==> config.mk <==
export PLATFORM = sky130hd
export DESIGN_NAME = cond_unit_flat
export DESIGN_NICKNAME = d
export VERILOG_FILES = /design/src/rtl/cond_unit_if.sv /design/src/rtl/cond_unit.sv /design/src/flat_wrapper.sv
export SDC_FILE = /design/constraint.sdc
export NUM_CORES = 1
export LEC_CHECK = 0
export ABC_AREA = 1
export ABC_CLOCK_PERIOD_IN_PS = 1540
export CELL_PAD_IN_SITES_DETAIL_PLACEMENT = 0
export CELL_PAD_IN_SITES_GLOBAL_PLACEMENT = 1
export CORE_UTILIZATION = 25
export CTS_CLUSTER_DIAMETER = 100
export DETAILED_ROUTE_END_ITERATION = 8
export PLACE_DENSITY_LB_ADDON = 0.15
export SYNTH_ARGS = -nofsm -noshare
export SYNTH_HDL_FRONTEND = slang
export SYNTH_SLANG_ARGS = --single-unit
==> constraint.sdc <==
create_clock -name clk -period 1.54 [get_ports clk]
set_clock_uncertainty 0.1 [all_clocks]
set_input_delay 0.385 -clock clk [delete_from_list [all_inputs] [get_ports clk]]
set_output_delay 0.385 -clock clk [all_outputs]
set_load 0.1 [all_outputs]
==> src/rtl/cond_unit_if.sv <==
// cond_unit_if: branch resolution handshake between a branch source and
// the condition unit.
//
// Handshake: a branch is presented with br_valid=1 together with br_kind,
// br_cond and reg_zero. It is accepted in any cycle where br_valid and
// br_ready are both 1. While br_valid=1 and br_ready=0 the source holds
// br_kind, br_cond and reg_zero stable. One cycle after acceptance the unit
// pulses res_valid for one cycle. res_taken carries the decision and is
// meaningful only while res_valid=1.
//
// Signals:
//   br_valid   source -> unit  branch presented
//   br_ready   unit -> source  unit can accept the branch this cycle
//   br_kind    source -> unit  00 B.cond, 01 CBZ, 10 CBNZ, 11 B
//   br_cond    source -> unit  ARM condition field (B.cond only)
//   reg_zero   source -> unit  tested register == 0 (CBZ/CBNZ only)
//   res_valid  unit -> source  one-cycle resolution pulse
//   res_taken  unit -> source  branch taken decision
interface cond_unit_if;
    logic       br_valid;
    logic       br_ready;
    logic [1:0] br_kind;
    logic [3:0] br_cond;
    logic       reg_zero;
    logic       res_valid;
    logic       res_taken;

    modport master (
        output br_valid, br_kind, br_cond, reg_zero,
        input  br_ready, res_valid, res_taken
    );

    modport slave (
        input  br_valid, br_kind, br_cond, reg_zero,
        output br_ready, res_valid, res_taken
    );
endinterface

==> src/rtl/cond_unit.sv <==
// cond_unit: consumer end of the ALU flag interface.
//
// Holds the architectural NZCV register, counts in-flight flag-setting
// instructions, stalls B.cond while any older flag-setter is outstanding,
// and resolves B.cond / CBZ / CBNZ / B with a registered taken decision one
// cycle after acceptance.
//
// Ports:
//   clk           clock, all state on rising edge
//   reset         synchronous active-high reset
//   flag_issue    a flag-setting instruction enters the pipeline
//   flag_we       a flag-setting instruction writes back (alu_* valid)
//   alu_negative  N, alu_zero Z, alu_carry C (1 = no borrow), alu_overflow V
//   br            branch handshake (cond_unit_if.slave)
//   nzcv          {N,Z,C,V} architectural flags
//   pend_cnt      in-flight flag-setter count
//   flag_err      sticky: issue attempted while the counter was full
module cond_unit #(
    parameter int MAX_PENDING = 3
) (
    input  logic                               clk,
    input  logic                               reset,
    input  logic                               flag_issue,
    input  logic                               flag_we,
    input  logic                               alu_negative,
    input  logic                               alu_zero,
    input  logic                               alu_carry,
    input  logic                               alu_overflow,
    cond_unit_if.slave                         br,
    output logic [3:0]                         nzcv,
    output logic [$clog2(MAX_PENDING+1)-1:0]   pend_cnt,
    output logic                               flag_err
);
    localparam int CW = $clog2(MAX_PENDING + 1);
    localparam logic [CW-1:0] CNT_MAX = CW'(MAX_PENDING);

    localparam logic [1:0] KIND_BCOND = 2'b00;
    localparam logic [1:0] KIND_CBZ   = 2'b01;
    localparam logic [1:0] KIND_CBNZ  = 2'b10;

    logic [3:0]    alu_flags;
    logic [3:0]    flags_f;
    logic          we_dec;
    logic          issue_ok;
    logic          issue_drop;
    logic [CW-1:0] eff_pend;
    logic [CW-1:0] pend_next;
    logic          accept;
    logic          taken;

    function automatic logic cond_eval(input logic [3:0] c, input logic [3:0] f);
        logic n, z, cy, v;
        logic r;
        {n, z, cy, v} = f;
        r = 1'b0;
        case (c)
            4'b0000: r = z;
            4'b0001: r = !z;
            4'b0010: r = cy;
            4'b0011: r = !cy;
            4'b0100: r = n;
            4'b0101: r = !n;
            4'b0110: r = v;
            4'b0111: r = !v;
            4'b1000: r = cy && !z;
            4'b1001: r = !cy || z;
            4'b1010: r = (n == v);
            4'b1011: r = (n != v);
            4'b1100: r = !z && (n == v);
            4'b1101: r = z || (n != v);
            default: r = 1'b1;   // AL and NV both always taken
        endcase
        return r;
    endfunction

    always_comb begin
        alu_flags = {alu_negative, alu_zero, alu_carry, alu_overflow};

        // A writeback retires one pending setter, unless none is tracked.
        we_dec = flag_we && (pend_cnt != '0);

        // At the limit an issue only fits if a writeback frees a slot
        // in the same cycle.
        issue_ok   = flag_issue && ((pend_cnt != CNT_MAX) || flag_we);
        issue_drop = flag_issue && (pend_cnt == CNT_MAX) && !flag_we;

        // Modular arithmetic is safe: the +1 at CNT_MAX only happens
        // together with the -1.
        pend_next = (pend_cnt + CW'(issue_ok)) - CW'(we_dec);

        // Setters still outstanding after this cycle's writeback. An issue
        // in this cycle is younger than the branch and is not counted.
        eff_pend = pend_cnt - CW'(we_dec);

        br.br_ready = !((br.br_kind == KIND_BCOND) && (eff_pend != '0));
        accept      = br.br_valid && br.br_ready;

        // Forward writeback flags so a B.cond released by this writeback
        // sees the final values.
        flags_f = flag_we ? alu_flags : nzcv;

        taken = 1'b1;
        case (br.br_kind)
            KIND_BCOND: taken = cond_eval(br.br_cond, flags_f);
            KIND_CBZ:   taken = br.reg_zero;
            KIND_CBNZ:  taken = !br.reg_zero;
            default:    taken = 1'b1;
        endcase
    end

    always_ff @(posedge clk) begin
        if (reset) begin
            nzcv         <= 4'b0000;
            pend_cnt     <= '0;
            flag_err     <= 1'b0;
            br.res_valid <= 1'b0;
            br.res_taken <= 1'b0;
        end else begin
            if (flag_we) begin
                nzcv <= alu_flags;
            end
            pend_cnt <= pend_next;
            if (issue_drop) begin
                flag_err <= 1'b1;
            end
            br.res_valid <= accept;
            if (accept) begin
                br.res_taken <= taken;
            end
        end
    end
endmodule

==> src/flat_wrapper.sv <==
// flat-port wrapper written by rule: the top's interface ports become plain ports
module cond_unit_flat 
#(
    parameter int MAX_PENDING = 3
)
  (clk, reset, flag_issue, flag_we, alu_negative, alu_zero, alu_carry, alu_overflow, nzcv, pend_cnt, flag_err, br_br_valid, br_br_kind, br_br_cond, br_reg_zero, br_br_ready, br_res_valid, br_res_taken);
  cond_unit_if br_i ();
  input  logic clk;
  input  logic reset;
  input  logic flag_issue;
  input  logic flag_we;
  input  logic alu_negative;
  input  logic alu_zero;
  input  logic alu_carry;
  input  logic alu_overflow;
  output logic [3:0] nzcv;
  output logic [$clog2(MAX_PENDING+1)-1:0] pend_cnt;
  output logic flag_err;
  input wire logic [$bits(br_i.br_valid)-1:0] br_br_valid;
  input wire logic [$bits(br_i.br_kind)-1:0] br_br_kind;
  input wire logic [$bits(br_i.br_cond)-1:0] br_br_cond;
  input wire logic [$bits(br_i.reg_zero)-1:0] br_reg_zero;
  output wire logic [$bits(br_i.br_ready)-1:0] br_br_ready;
  output wire logic [$bits(br_i.res_valid)-1:0] br_res_valid;
  output wire logic [$bits(br_i.res_taken)-1:0] br_res_taken;
  assign br_i.br_valid = br_br_valid;
  assign br_i.br_kind = br_br_kind;
  assign br_i.br_cond = br_br_cond;
  assign br_i.reg_zero = br_reg_zero;
  assign br_br_ready = br_i.br_ready;
  assign br_res_valid = br_i.res_valid;
  assign br_res_taken = br_i.res_taken;
  cond_unit #(.MAX_PENDING(MAX_PENDING)) u_core (.clk(clk), .reset(reset), .flag_issue(flag_issue), .flag_we(flag_we), .alu_negative(alu_negative), .alu_zero(alu_zero), .alu_carry(alu_carry), .alu_overflow(alu_overflow), .br(br_i), .nzcv(nzcv), .pend_cnt(pend_cnt), .flag_err(flag_err));
endmodule
==> run metrics <==
Synth Cell Area=681.9 um^2; R2R setup slack=-0.21 ns; Initial Utilization=0.2703; largest net degree at the start of global routing=9; # diodes=0; Main synth FF type=dfxtp_1; f_max=515.0 MHz; post-synth top area cell=dfxtp_1; Num CTS Buffers=3; grt ovf=0; HPWL reported at the end of detailed placement=1.591 mm; Placeable Area=2522 um^2; Seq cells post-synth=9; setup TNS=-0.7361 ns; initial antenna violation count=0; Worst EP arrival=1.46 ns; Worst EP required=1.05 ns; first-pass GRT wire length=3.167 mm; vias per cell=4.230; hold crit path type=reg -> reg; power per cell area=1324 nW/um^2; most frequent cells after synthesis=nand2_1, nor2_1, inv_1; Setup crit start kind=register; clk root buf=clkbuf_4; drt total wl=1.985 mm; leakage=0.6605 nW; yosys warns=0; final hold slack=0.3891 ns; most instantiated library cell after synthesis=nand2_1; Max VDD drop=1522 uV; height of the chip=54.23 um; clock tree from TritonCTS=yes; Post-synth EDFFs=0; Worst-path clk slew=0.06 ns; top cells by area, synth=dfxtp_1, nand2_1, nor2_1; Routability Congestion=0.7677; IO Pins=26; GRT Util Overall=0.1480; R2R depth=10; CP max FO=2; Distinct cells, synth=19; final setup fails=3; status=finished with violations; Final nets=189; final core occ=0.5233; Worst Hold Depth=2; failing checks=negative setup slack; share of cells above drive strength 1=0.3471; Routed WL per cell=9.925 um; Final Hold Fails=0; CP Capture Type=output port; Skew-Pair Late Insertion Delay=0.26 ns; First-pass DRT Iterations=4; sequential-to-total area share from yosys stat=0.2642; Slew HR=0.8183; number of global-route vias before repair=802; clock tree buffer depth=2; Synth top area share=0.2642; vias=846; actual slew at the worst max-slew pin=0.2713 ns; unrepaired setup endpoints after global routing=yes; Tmin final=1.942 ns; Buffers on Ports=25; design area=1320 um^2; share of flip-flops with an asynchronous set or reset=0; DRC errors left=0; Final WS setup=-0.4018 ns; Mapped Avg Cell Area=5.589 um^2; post-route insts no fill=200; placed standard-cell area=1227 um^2; H-tree depth=1; Die Width=54.23 um; Area growth syn-to-layout=93.58%; Clock Sink Count=9; violation count after the first detailed-route iteration=12; Post-Synthesis Cells=122; cell row count=18; Final Cycle Share=1.261; Setup CP Type=reg -> out; Max Cap Viol=0; ANT nets after route=0; syn nets=140; die area=2940 um^2; Placed Instances=194; final-report max-slew violation count=0
[state kept, by name (all words and copies together), names as in the netlist]
register / cells
u_core.pend_cnt: 2
u_core.br.res_valid: 1
u_core.nzcv: 4
u_core.br.res_taken: 1
u_core.flag_err: 1
[metrics by stage]
stage          worst slack [ns]  total power (W)
3_5_place_dp            -0.7142         0.001417
4_1_cts                 -0.4245         0.001652
6_report                -0.4018         0.001748
2_1_floorplan           -0.6760        0.0009514
5_1_grt                 -0.4645         0.001860
3_3_place_gp            -0.7317         0.001408
[critical path, cell delays in order (launching register included)]
cell     delay (ns)
dfxtp_4        0.34
nor2_2         0.09
nor2_1         0.04
ha_2           0.19
xor2_4         0.16
o21ai_4        0.18
buf_12         0.19
[timing repair]
| action | CTS | global route |
|---|---|---|
| endpoints found under the setup margin | 5 | 5 |
| pin swaps | 5 | 4 |
| cloned | 0 | 0 |
| setup buffers | 1 | 2 |
| gates resized for setup | 13 | 7 |
| hold buffers | 0 | 0 |
[placed cells by master (no fill, tap or decap)]
cell / n
a211oi_2: 1
a21oi_1: 4
a21oi_2: 1
a31oi_1: 1
buf_12: 10
buf_4: 19
buf_6: 1
clkbuf_1: 1
clkbuf_4: 3
clkdlybuf4s15_1: 1
clkdlybuf4s50_1: 11
clkinv_2: 1
dfxtp_1: 7
dfxtp_4: 2
dlygate4sd2_1: 3
ha_2: 1
ha_4: 1
inv_1: 18
inv_2: 3
nand2_1: 34
nand2_2: 9
nand3_1: 8
nand3_2: 1
nand4_1: 1
nor2_1: 22
nor2_2: 2
o21ai_2: 2
o21ai_4: 1
xor2_4: 1
[final cells by class]
| type | count | area (um^2) |
|---|---|---|
| multi-input cells | 90 | 484.2 |
| flip-flops and latches | 9 | 187.7 |
| fillers | 274 | 1202 |
| repair buffers | 45 | 500.5 |
| well taps | 30 | 37.54 |
| clock buffers | 4 | 26.28 |
| inverters | 22 | 83.83 |
[kinds of logic after synthesis]
| family | after synthesis | synth area share |
|---|---|---|
| compound gates | 10 | 0.08441 |
| xor+xnor | 1 | 0.01285 |
| fa+ha+maj | 2 | 0.03669 |
| buf+inv | 23 | 0.1284 |
| flops | 9 | 0.2642 |
| simple gates | 77 | 0.4734 |
[final timing paths]
kind	endpoint	start
setup / recovery	br_br_ready	u_core.pend_cnt[1]
hold / removal	u_core.flag_err	u_core.flag_err
setup reg to reg	u_core.br.res_taken	u_core.pend_cnt[1]
hold reg to reg	u_core.flag_err	u_core.flag_err
[routing by layer]
layer  GRT usage  vias up  wire [um]
met4     0.06410        0         10
met3     0.01389        2         76
met5           0        -          0
met2      0.2561       15        999
li1            -      466          -
met1      0.1844      363        898
[where the power goes]
group / internal [W] / switching [W] / leakage [nW] / total (W)
clock: 0.0000998 / 0.0000813 / 0.0150 / 0.000181
sequential: 0.000291 / 0.0000377 / 0.0757 / 0.000329
combinational: 0.000522 / 0.000715 / 0.570 / 0.00124
total: 0.000913 / 0.000834 / 0.660 / 0.00175
Note: power is estimated with default switching activity, not from simulation.
